## src/rtl/dual_port_ram.sv

```systemverilog
// Simple dual-port synchronous RAM: one write port, one registered read port.
// Same-address collisions are write-first; reset clears array and read output.
module dual_port_ram #(
  parameter int DATA_WIDTH = 8,
  parameter int ADDR_WIDTH = 4
) (
  input  logic                  clk,
  input  logic [DATA_WIDTH-1:0] Data_in,
  input  logic [ADDR_WIDTH-1:0] Addr_wr,
  input  logic                  wr_en,
  output logic [DATA_WIDTH-1:0] Data_out,
  input  logic [ADDR_WIDTH-1:0] Addr_rd,
  input  logic                  rd_en,
  input  logic                  rst_n,
  output logic                  rd_valid
);

  localparam int DEPTH = 1 << ADDR_WIDTH;

  logic [DATA_WIDTH-1:0] mem [DEPTH];
  logic                  fwd;

  assign fwd = wr_en && (Addr_wr == Addr_rd);

  always_ff @(posedge clk or negedge rst_n) begin
    if (!rst_n) begin
      for (int i = 0; i < DEPTH; i++)
        mem[i] <= '0;
      Data_out <= '0;
      rd_valid <= 1'b0;
    end else begin
      if (wr_en)
        mem[Addr_wr] <= Data_in;
      // forward new data when reading the word being written
      if (rd_en)
        Data_out <= fwd ? Data_in : mem[Addr_rd];
      rd_valid <= rd_en;
    end
  end

endmodule

```

## config.mk

```make
export PLATFORM = sky130hd
export DESIGN_NAME = dual_port_ram
export DESIGN_NICKNAME = d
export VERILOG_FILES = /design/src/rtl/dual_port_ram.sv
export SDC_FILE = /design/constraint.sdc
export NUM_CORES = 1
export LEC_CHECK = 0
export BUFFER_PORTS_ARGS = -buffer_cell sky130_fd_sc_hd__buf_2
export CAP_MARGIN = 20
export CORE_MARGIN = 4
export CORE_UTILIZATION = 35
export DETAILED_ROUTE_END_ITERATION = 6
export GPL_TIMING_DRIVEN = 0
export SYNTH_ARGS = -nofsm -noshare
export SYNTH_HDL_FRONTEND = slang
export SYNTH_SLANG_ARGS = --single-unit
export TNS_END_PERCENT = 30
```

## constraint.sdc

```tcl
create_clock -name clk -period 2.4 [get_ports clk]
set_input_delay 0.12 -clock clk [delete_from_list [all_inputs] [get_ports clk]]
set_output_delay 0.12 -clock clk [all_outputs]
set_load 0.02 [all_outputs]
```

==> impl_metrics.xml <==
<?xml version="1.0" encoding="UTF-8"?>
<metrics>
  <group name="worst_setup_path">
    <metric name="timing.critical_path.slowest_stage_cell" unit="">sky130_fd_sc_hd__clkbuf_1</metric>
    <metric name="critical-path-top-delay-family" unit="">buffers and inverters</metric>
    <metric name="critPathArrivalTime" unit="ns">2.24</metric>
    <metric name="cell_breakdown_of_the_critical_path" unit="">clkbuf_1 &gt; clkbuf_1 &gt; mux4_2 &gt; a22oi_1 &gt; nand2_1 &gt; a221o_1</metric>
    <metric name="timing.critical_path.required" unit="ns">2.69</metric>
    <metric name="type_of_element_capturing_the_critical_path" unit="">flip-flop</metric>
    <metric name="critPathKind" unit="">input pin to flip-flop</metric>
    <metric name="cp_common_cell" unit="">sky130_fd_sc_hd__clkbuf_1</metric>
    <metric name="worstSetupStartpointType" unit="">input pin</metric>
    <metric name="worstPathMaxFanout" unit="">10</metric>
    <metric name="critical_path_buf_inv_count" unit="">2</metric>
    <metric name="slowest_stage_delay_on_critical_path" unit="ns">0.66</metric>
  </group>
  <group name="pwr">
    <metric name="power-per-cell-area" unit="nW/um2">950</metric>
    <metric name="p_sw_frac" unit="">0.242</metric>
    <metric name="finalPower" unit="W">0.00704</metric>
    <metric name="irDropWorstVdd" unit="V">0.000511</metric>
    <metric name="combinationalPowerShare" unit="">0.168</metric>
    <metric name="power.static_leakage" unit="nW">3.17</metric>
    <metric name="seq_power_share" unit="">0.441</metric>
    <metric name="pwr-share-clk" unit="">0.392</metric>
    <metric name="internal_pwr_total" unit="W">0.00534</metric>
    <metric name="power_switching" unit="W">0.00170</metric>
  </group>
  <group name="cells_and_area">
    <metric name="layout_common_cells" unit="">sky130_fd_sc_hd__dfrtp_1, sky130_fd_sc_hd__mux2_2, sky130_fd_sc_hd__buf_2, sky130_fd_sc_hd__mux4_2, sky130_fd_sc_hd__clkbuf_16</metric>
    <metric name="fill_cells" unit="">1569</metric>
    <metric name="syn_to_final_growth" unit="%">17.3</metric>
    <metric name="layout.cells.most_common" unit="">sky130_fd_sc_hd__dfrtp_1</metric>
    <metric name="nNetsFinal" unit="">468</metric>
    <metric name="antenna_cells" unit="">0</metric>
    <metric name="final_layout_size_suffix_gt1_frac" unit="">0.482</metric>
    <metric name="post-route-util" unit="">0.424</metric>
    <metric name="final_design_area_no_fill" unit="um2">7420</metric>
  </group>
  <group name="route">
    <metric name="dr.max_layer_used" unit="">met4</metric>
    <metric name="route.layer.met1.wl" unit="um">6760</metric>
    <metric name="dr.pass1.iters" unit="">4</metric>
    <metric name="wl_met3" unit="um">803</metric>
    <metric name="drt.antenna.violating_nets" unit="">0</metric>
    <metric name="drtIter0Drc" unit="">260</metric>
    <metric name="routed-wl-met2" unit="um">7190</metric>
    <metric name="wl" unit="um">14900</metric>
    <metric name="avgViaCountPerCell" unit="">5.44</metric>
    <metric name="route.detailed.drc" unit="">0</metric>
    <metric name="routed-via-count" unit="">3735</metric>
    <metric name="routedWlPerCell" unit="um">21.8</metric>
  </group>
  <group name="floorplanning">
    <metric name="die_x" unit="um">142</metric>
    <metric name="die_h" unit="um">142</metric>
    <metric name="die_area" unit="um2">20300</metric>
    <metric name="io_pins" unit="">29</metric>
    <metric name="floorplan.initialDensity" unit="">0.362</metric>
    <metric name="rows" unit="">48</metric>
    <metric name="core-area" unit="um2">17500</metric>
  </group>
  <group name="synthesis">
    <metric name="flop_and_latch_count_out_of_synthesis" unit="">137</metric>
    <metric name="netlist_instances" unit="">401</metric>
    <metric name="synth_cell_type_count" unit="">32</metric>
    <metric name="synth-warning-count" unit="">0</metric>
    <metric name="post_syn_nets" unit="">421</metric>
    <metric name="netlist_area" unit="um2">6320</metric>
    <metric name="sequential_element_share_of_the_synthesized_area" unit="">0.542</metric>
    <metric name="postSynthAreaPerCell" unit="um2">15.8</metric>
  </group>
  <group name="sta">
    <metric name="slew_at_the_pin_closest_to_its_max_slew_limit" unit="ns">1.12</metric>
    <metric name="final_hold_viol_count" unit="">0</metric>
    <metric name="setup-violations-final" unit="">0</metric>
    <metric name="fmax" unit="MHz">513</metric>
    <metric name="final.setup.tns" unit="ns">0</metric>
    <metric name="timing.final.crit_share" unit="">0.812</metric>
    <metric name="setup_ws" unit="ns">0.451</metric>
    <metric name="maxSlewHeadroom" unit="">0.253</metric>
    <metric name="report.final.slew_viol_count" unit="">0</metric>
    <metric name="min_period" unit="ns">1.95</metric>
    <metric name="rsz_0062_raised_after_global_routing" unit="">no</metric>
    <metric name="clock_skew" unit="ns">0.00529</metric>
  </group>
  <group name="grt">
    <metric name="grt_first_pass_wirelength" unit="um">23900</metric>
    <metric name="grt_start_max_net_pins" unit="">99</metric>
    <metric name="number_of_global_route_vias_before_repair" unit="">4009</metric>
    <metric name="grt_util_all_layers" unit="">0.158</metric>
    <metric name="number_of_antenna_violations_at_the_first_check_in_global_routing" unit="">0</metric>
    <metric name="grt_remaining_overflow" unit="">0</metric>
  </group>
  <group name="placed_design">
    <metric name="placement_stage_cell_area" unit="um2">6770</metric>
    <metric name="globalplace.congestion" unit="">0.854</metric>
    <metric name="io_buffers" unit="">24</metric>
    <metric name="pre_cts_slack" unit="ns">0.0711</metric>
    <metric name="detailed_place_hpwl" unit="um">10100</metric>
  </group>
  <group name="clock_tree">
    <metric name="ctsHtreeMaxLevel" unit="">4</metric>
    <metric name="max-clock-path-buffers" unit="">2</metric>
    <metric name="cts_num_sinks" unit="">137</metric>
    <metric name="cts-root-buf" unit="">sky130_fd_sc_hd__clkbuf_16</metric>
    <metric name="clock_latency_late_sink" unit="ns">0.41</metric>
    <metric name="clk_pin_slew" unit="ns">0.06</metric>
    <metric name="number_of_buffers_created_by_cts" unit="">17</metric>
    <metric name="number_of_buffers_added_for_setup_after_cts" unit="">0</metric>
    <metric name="clock_tree_from_tritoncts" unit="">done</metric>
  </group>
  <group name="outcome">
    <metric name="status" unit="">finished clean</metric>
  </group>
  <group name="flow_run">
    <metric name="timing.max_cap.violations" unit="">0</metric>
  </group>
  <group name="hold_path">
    <metric name="min_path_type" unit="">input pin to flip-flop</metric>
  </group>
</metrics>
[power by group through the flow]
stage	sequential, W	clock [W]	combinational (W)
floorplan	0.00309	0	0.000863
global placement	0.00310	0	0.00114
detailed placement	0.00314	0	0.00119
CTS	0.00311	0.00281	0.00120
global route	0.00317	0.00293	0.00129
finish	0.00310	0.00276	0.00118
[synthesized netlist by cell type, drive strengths merged]
cell,number,share of area
a22oi,16,0.020
a221o,8,0.013
nor2b,11,0.011
nor2,7,0.0053
xor2,3,0.0042
clkbuf,17,0.010
a31oi,1,0.00099
nand2b,3,0.0030
buf,9,0.013
mux4,32,0.12
nor3,7,0.010
nand2,12,0.0071
mux2,128,0.23
or3,2,0.0020
xnor2,1,0.0014
nand3,2,0.0016
nor4,1,0.0020
and2,1,0.00099
dfrtp,137,0.54
and4,1,0.0014
or4,1,0.0012
inv,1,0.00059
[worst reg2reg max path, cell delays in order (launching register included)]
cell and delay [ns]:
sky130_fd_sc_hd__dfrtp_1 0.38, sky130_fd_sc_hd__mux4_2 0.47, sky130_fd_sc_hd__a22oi_1 0.32, sky130_fd_sc_hd__nand2_1 0.10
sky130_fd_sc_hd__a221o_1 0.30
[path summary, 6_finish.rpt]
path,cells past startpoint,slack [ns],end,from
max,6,0.45,Data_out[5]$_DFFE_PN0P_,Addr_rd[3]
min,2,0.07,Data_out[0]$_DFFE_PN0P_,Data_in[0]
max reg2reg,4,0.72,Data_out[5]$_DFFE_PN0P_,mem[21]$_DFFE_PN0P_
min reg2reg,1,0.49,mem[122]$_DFFE_PN0P_,mem[122]$_DFFE_PN0P_
max in group asynchronous,3,1.42,mem[87]$_DFFE_PN0P_,rst_n
min in group asynchronous,2,0.19,mem[117]$_DFFE_PN0P_,rst_n
[routing by layer]
layer	track usage	vias up
li1	-	1625
met1	0.219	1993
met2	0.249	101
met3	0.0400	16
met4	0.0430	0
met5	0	-
[area by class of cell]
type / instances / area, um2 / area share
Buffer: 26 / 150 / 0.0202
Clock buffer: 19 / 453 / 0.0611
Clock inverter: 13 / 175 / 0.0236
Inverter: 1 / 3.75 / 0.000506
Multi-Input combinational cell: 237 / 2740 / 0.370
Sequential cell: 137 / 3430 / 0.462
Tap cell: 225 / 282 / 0.0380
Timing Repair Buffer: 28 / 181 / 0.0245
[through the flow]
stage / std cells / hold WS (ns)
finish: 686 / 0.0711
global route: 686 / 0.0601
CTS: 686 / 0.0513
detailed placement: 652 / 0.0590
global placement: 650 / 0.385
floorplan: 401 / -0.176
[timing repair]
item | 4_1_cts | 5_1_grt
endpoints found under the hold margin | 40 | 0
gates resized for setup | 0 | 0
hold buffers | 2 | 0
[registers in the layout, summed over array words and instances (netlist names)]
register,count
mem,128
Data_out,8
rd_valid,1
[cells by family after synthesis]
group | Yosys count | share of synthesized area
flip-flops | 137 | 0.542
AND/OR/NAND/NOR | 48 | 0.0457
XOR/XNOR | 4 | 0.00554
buffers and inverters | 27 | 0.0243
multiplexers | 160 | 0.349
AO/OA/AOI/OAI | 25 | 0.0334
(Power assumes the default switching activity.)
